## src/rtl/sdr_pkg.sv

```systemverilog
// Shared state encoding and default widths for the two-master SDRAM command arbiter.
package sdr_pkg;

  localparam int unsigned SDR_ADDR_W  = 23;
  localparam int unsigned SDR_DATA_W  = 32;
  localparam int unsigned SDR_TIMEOUT = 255;
  localparam int unsigned SDR_CNT_W   = 8;

  typedef enum logic [1:0] {
    ARB     = 2'd0,
    ISSUE   = 2'd1,
    WAIT_RD = 2'd2
  } arb_state_t;

endpackage

```

## src/rtl/sdr_rr_pick.sv

```systemverilog
// Two-way grant pick: fixed priority (m0 first) or round-robin against last_grant.
module sdr_rr_pick #(
  parameter int unsigned PRIO_MODE = 0
) (
  input  logic [1:0] valid,
  input  logic       last_grant,
  output logic [1:0] grant,
  output logic       grant_idx
);

  always_comb begin
    grant_idx = 1'b0;
    if (valid == 2'b11) begin
      grant_idx = (PRIO_MODE != 0) ? 1'b0 : ~last_grant;
    end else if (valid[1]) begin
      grant_idx = 1'b1;
    end
    grant = (valid == 2'b00) ? 2'b00 : (grant_idx ? 2'b10 : 2'b01);
  end

endmodule

```

## src/rtl/sdr_arbiter.sv

```systemverilog
// Two-master arbiter in front of the SDRAM controller user port; one command in flight,
// read data routed back to the master that issued the read.
module sdr_arbiter
  import sdr_pkg::*;
#(
  parameter int unsigned ADDR_W    = SDR_ADDR_W,
  parameter int unsigned DATA_W    = SDR_DATA_W,
  parameter int unsigned TIMEOUT   = SDR_TIMEOUT,
  parameter int unsigned PRIO_MODE = 0
) (
  input  logic              clk,
  input  logic              rst,
  input  logic              m0_valid,
  output logic              m0_ready,
  input  logic              m0_rw,
  input  logic [ADDR_W-1:0] m0_addr,
  input  logic [DATA_W-1:0] m0_wdata,
  output logic              m0_rvalid,
  output logic [DATA_W-1:0] m0_rdata,
  input  logic              m1_valid,
  output logic              m1_ready,
  input  logic              m1_rw,
  input  logic [ADDR_W-1:0] m1_addr,
  input  logic [DATA_W-1:0] m1_wdata,
  output logic              m1_rvalid,
  output logic [DATA_W-1:0] m1_rdata,
  output logic [ADDR_W-1:0] sdr_addr,
  output logic              sdr_rw,
  output logic [DATA_W-1:0] sdr_wdata,
  output logic              sdr_in_valid,
  input  logic              sdr_busy,
  input  logic [DATA_W-1:0] sdr_rdata,
  input  logic              sdr_out_valid,
  output logic              timeout_err,
  input  logic              err_clr
);

  localparam int unsigned CNT_W = SDR_CNT_W;

  arb_state_t        state, state_d;
  logic [1:0]        req_valid;
  logic [1:0]        grant;
  logic              grant_idx;
  logic              last_grant;
  logic              owner;
  logic [CNT_W-1:0]  wait_cnt;
  logic              take;
  logic              rd_done;
  logic              rd_timeout;
  logic              stray;
  logic              sel_rw;
  logic [ADDR_W-1:0] sel_addr;
  logic [DATA_W-1:0] sel_wdata;

  assign req_valid = {m1_valid, m0_valid};

  sdr_rr_pick #(
    .PRIO_MODE (PRIO_MODE)
  ) u_pick (
    .valid      (req_valid),
    .last_grant (last_grant),
    .grant      (grant),
    .grant_idx  (grant_idx)
  );

  // Winner's command fields
  always_comb begin
    sel_rw    = m0_rw;
    sel_addr  = m0_addr;
    sel_wdata = m0_wdata;
    if (grant_idx) begin
      sel_rw    = m1_rw;
      sel_addr  = m1_addr;
      sel_wdata = m1_wdata;
    end
  end

  always_ff @(posedge clk) begin
    if (rst) begin
      state <= ARB;
    end else begin
      state <= state_d;
    end
  end

  // Next state and accept; ISSUE follows the recorded rw held in sdr_rw
  always_comb begin
    state_d    = state;
    take       = 1'b0;
    rd_done    = 1'b0;
    rd_timeout = 1'b0;
    m0_ready   = 1'b0;
    m1_ready   = 1'b0;
    case (state)
      ARB: begin
        if (!sdr_busy && (grant != 2'b00)) begin
          take     = 1'b1;
          m0_ready = grant[0];
          m1_ready = grant[1];
          state_d  = ISSUE;
        end
      end
      ISSUE: begin
        state_d = sdr_rw ? ARB : WAIT_RD;
      end
      WAIT_RD: begin
        if (sdr_out_valid) begin
          rd_done = 1'b1;
          state_d = ARB;
        end else if (wait_cnt == CNT_W'(TIMEOUT)) begin
          rd_timeout = 1'b1;
          state_d    = ARB;
        end
      end
      default: state_d = ARB;
    endcase
  end

  assign stray = sdr_out_valid && (state != WAIT_RD);

  always_ff @(posedge clk) begin
    if (rst) begin
      sdr_addr     <= '0;
      sdr_rw       <= 1'b0;
      sdr_wdata    <= '0;
      sdr_in_valid <= 1'b0;
      m0_rvalid    <= 1'b0;
      m1_rvalid    <= 1'b0;
      m0_rdata     <= '0;
      m1_rdata     <= '0;
      timeout_err  <= 1'b0;
      last_grant   <= 1'b1;
      owner        <= 1'b0;
      wait_cnt     <= '0;
    end else begin
      sdr_in_valid <= take;
      m0_rvalid    <= 1'b0;
      m1_rvalid    <= 1'b0;
      wait_cnt     <= (state == WAIT_RD) ? wait_cnt + CNT_W'(1) : '0;
      if (take) begin
        sdr_addr   <= sel_addr;
        sdr_rw     <= sel_rw;
        sdr_wdata  <= sel_wdata;
        owner      <= grant_idx;
        last_grant <= grant_idx;
      end
      // A timed-out read still completes towards its owner, with zero data
      if (rd_done || rd_timeout) begin
        if (owner) begin
          m1_rvalid <= 1'b1;
          m1_rdata  <= rd_done ? sdr_rdata : '0;
        end else begin
          m0_rvalid <= 1'b1;
          m0_rdata  <= rd_done ? sdr_rdata : '0;
        end
      end
      if (err_clr) begin
        timeout_err <= 1'b0;
      end else if (rd_timeout || stray) begin
        timeout_err <= 1'b1;
      end
    end
  end

endmodule

```

## config.mk

```make
export PLATFORM = sky130hd
export DESIGN_NAME = sdr_arbiter
export DESIGN_NICKNAME = d
export VERILOG_FILES = /design/src/rtl/sdr_pkg.sv /design/src/rtl/sdr_rr_pick.sv /design/src/rtl/sdr_arbiter.sv
export SDC_FILE = /design/constraint.sdc
export NUM_CORES = 1
export LEC_CHECK = 0
export BUFFER_PORTS_ARGS = -buffer_cell sky130_fd_sc_hd__buf_2
export CORE_ASPECT_RATIO = 1.4
export CORE_MARGIN = 2
export CORE_UTILIZATION = 48
export DETAILED_ROUTE_END_ITERATION = 12
export PLACE_DENSITY = 0.85
export SYNTH_ARGS = -nofsm -noshare
export SYNTH_HDL_FRONTEND = slang
export SYNTH_SLANG_ARGS = --single-unit
```

## constraint.sdc

```tcl
create_clock -name clk -period 2.1 [get_ports clk]
set_input_delay 0 -clock clk [delete_from_list [all_inputs] [get_ports clk]]
set_output_delay 0 -clock clk [all_outputs]
set_load 0.03 [all_outputs]
```

==> results.sh <==
export IMPL_worst_ir_drop_vdd_mv=0.493
export IMPL_core_area_mm2=0.0133
export IMPL_finalHoldViolCount=1
export IMPL_final_util_pct=70.0
export IMPL_mostFrequentLayoutCells="buf_2 (275), dfxtp_1 (136), dlygate4sd3_1 (73)"
export IMPL_ctsHtreeMaxLevel=4
export IMPL_outcome="finished with violations"
export IMPL_startpoint_type="register"
export IMPL_die_y_um=142
export IMPL_io_pins=277
export IMPL_grt_max_degree=59
export IMPL_ant_nets=0
export IMPL_die_x_um=102
export IMPL_seq_area_frac_synth_pct=42.0
export IMPL_dr_first_iter_drc_count=255
export IMPL_max_slew_margin_pct=47.1
export IMPL_routed_wirelength_um=21400
export IMPL_n_fill_cell=966
export IMPL_synth_compound_area_share_pct=29.2
export IMPL_synth_xor_area_share_pct=0.405
export IMPL_whs_ns=-0.00365
export IMPL_grt_pass1_wl_um=32100
export IMPL_dp_hpwl_um=13100
export IMPL_cts_hold_fix_buffers=73
export IMPL_cp_end_kind="output pin"
export IMPL_leakagePower_nw=4.92
export IMPL_antenna_found_initial=0
export IMPL_worstPathMaxFanout=25
export IMPL_post_route_min_period_ns=1.86
export IMPL_clk_pin_slew_ns=0.05
export IMPL_power_mw=7.09
export IMPL_cts_root_buf="clkbuf_16"
export IMPL_layout_commonest_cell="buf_2"
export IMPL_post_drt_wl_per_cell_um=17.5
export IMPL_place_port_buffers=276
export IMPL_drive_gt1_share_pct=31.5
export IMPL_die_area_mm2=0.0145
export IMPL_initial_core_util_pct=48.9
export IMPL_syn_nets=868
export IMPL_drtPass1Iterations=5
export IMPL_yosys_mux_area_fraction_pct=8.64
export IMPL_yosys_warnings=0
export IMPL_grt_total_usage_pct=28.0
export IMPL_finalSetupTns_ns=0
export IMPL_synth_edf_count=0
export IMPL_cts_tree="yes"
export IMPL_layout_nets=1180
export IMPL_setup_viol=0
export IMPL_post_cts_resized=0
export IMPL_ys_types=38
export IMPL_fp_row_count=50
export IMPL_ys_ff_latch=136
export IMPL_synthCells=716
export IMPL_clock_fmax_mhz=539
export IMPL_failed_checks="hold timing"
export IMPL_ys_async_sr_fraction_pct=0
export IMPL_grt_overflow=0
export IMPL_rsz0062_at_grt="no"
export IMPL_slew_viol_final=0
export IMPL_yosys_area_share_simple_pct=11.2
export IMPL_avgSynthCellArea_um2=9.06
export IMPL_power_density_mw_per_mm2=763
export IMPL_num_antenna_cells=0
export IMPL_clockBufferDepth=2
export IMPL_fin_cells=1223
export IMPL_fin_skew_ns=0.0126
export IMPL_period_share_pct=88.4
export IMPL_grt_pass1_vias=6593
export IMPL_synthAdderAreaFrac_pct=0.193
export IMPL_via_per_inst=5.64
export IMPL_path_class="reg2out"
export IMPL_vias=6903
export IMPL_cts_buffers=17
export IMPL_drt_drc_violations_left=0
export IMPL_cp_required_ns=2.10
export IMPL_clock_latency_ns=0.41
export IMPL_placed_cells=1118
export IMPL_syn2layout_area_growth_pct=43.2
export IMPL_post_cts_buffers=0
export IMPL_cap_violations=0
export IMPL_hp_class="in2reg"
export IMPL_cp_arrival_ns=1.86
export IMPL_synthesis_area_mm2=0.00648
export IMPL_cts_sinks=136
export IMPL_worst_slew_pin_slew_ns=0.790
export IMPL_synth_ff_type="dfxtp_1"
export IMPL_gp_congestion=0.801
export IMPL_synth_top_family_by_area="compound AO/OA/AOI/OAI gates"
## metrics by stage
stage / worst slack, ns / instance area [um^2]
after floorplan: 0.564 / 6480
after global placement: 0.401 / 7970
after detailed placement: 0.350 / 7970
after CTS: 0.235 / 9280
after global routing: 0.132 / 9280
final: 0.244 / 9280
## power by group
part / switching (mW) / internal, mW / leakage [nW]
sequential: 0.0857 / 2.72 / 1.11
combinational: 0.787 / 0.545 / 3.52
clock: 1.15 / 1.80 / 0.287
## layer usage
layer / part of all wire (%) / track usage (%) / vias to the layer above
met5: 0 / 0 / -
met4: 4.0 / 13.9 / 0
met3: 8.4 / 7.78 / 61
met2: 50 / 48.7 / 379
met1: 37 / 30.9 / 3263
li1: - / - / 3200
## layout make-up
type / instances / area [um^2] / area share, %
Sequential cell: 136 / 2720 / 29.3
Inverter: 58 / 218 / 2.35
Multi-Input combinational cell: 449 / 3250 / 35.0
Timing Repair Buffer: 366 / 2280 / 24.6
Clock inverter: 12 / 141 / 1.52
Tap cell: 182 / 228 / 2.45
Clock buffer: 20 / 447 / 4.81
## registers in the layout, indices dropped and copies added (netlist names), 2 cells and up
| signal | count |
|---|---|
| m0_rdata | 32 |
| m1_rdata | 32 |
| sdr_addr | 23 |
| sdr_wdata | 32 |
| state | 2 |
| wait_cnt | 8 |
## synthesized netlist by cell type, drive strengths merged (2+ instances only)
| library cell | count | area [um^2] |
|---|---|---|
| clkbuf | 50 | 188 |
| nand2b | 64 | 400 |
| o22ai | 63 | 394 |
| o21bai | 57 | 428 |
| a221oi | 56 | 490 |
| dfxtp | 136 | 2720 |
| buf | 23 | 139 |
| a21o | 63 | 473 |
| a211o | 2 | 17.5 |
| xnor2 | 2 | 17.5 |
| o21ai | 6 | 30.0 |
| nand4 | 2 | 12.5 |
| nor2b | 2 | 12.5 |
| mux2i | 56 | 561 |
| inv | 57 | 214 |
| nor3b | 3 | 22.5 |
| nand2 | 35 | 131 |
| nor2 | 11 | 41.3 |
| a21oi | 7 | 35.0 |
| or3 | 4 | 25.0 |
| nand3 | 4 | 20.0 |
## cell families (layout without fill, tap and decap cells)
group | count (synthesis) | count (layout)
AO/OA/AOI/OAI | 257 | 257
flip-flops | 136 | 136
AND/OR/NAND/NOR | 132 | 132
buffers and inverters | 131 | 456
multiplexers | 56 | 56
XOR/XNOR | 3 | 3
adder cells (fa/ha/maj) | 1 | 1
## final timing paths
check / from / endpoint / slack, ns / depth (start not counted)
worst max register to register: wait_cnt[0] / m0_rdata[11] / 0.32 / 5
worst min register to register: sdr_wdata[31] / sdr_wdata[31] / 0.46 / 2
worst max-delay path: state[1] / m1_ready / 0.24 / 5
worst min-delay path: m1_wdata[31] / sdr_wdata[31] / -0.004 / 3
## worst max-delay path, cell delays in order (launching register included)
cell	delay (ns)
dfxtp_1	0.39
nor3_4	0.26
buf_4	0.32
nand3_1	0.17
clkinv_1	0.09
buf_2	0.22
Note: power is estimated with default switching activity, not from simulation.
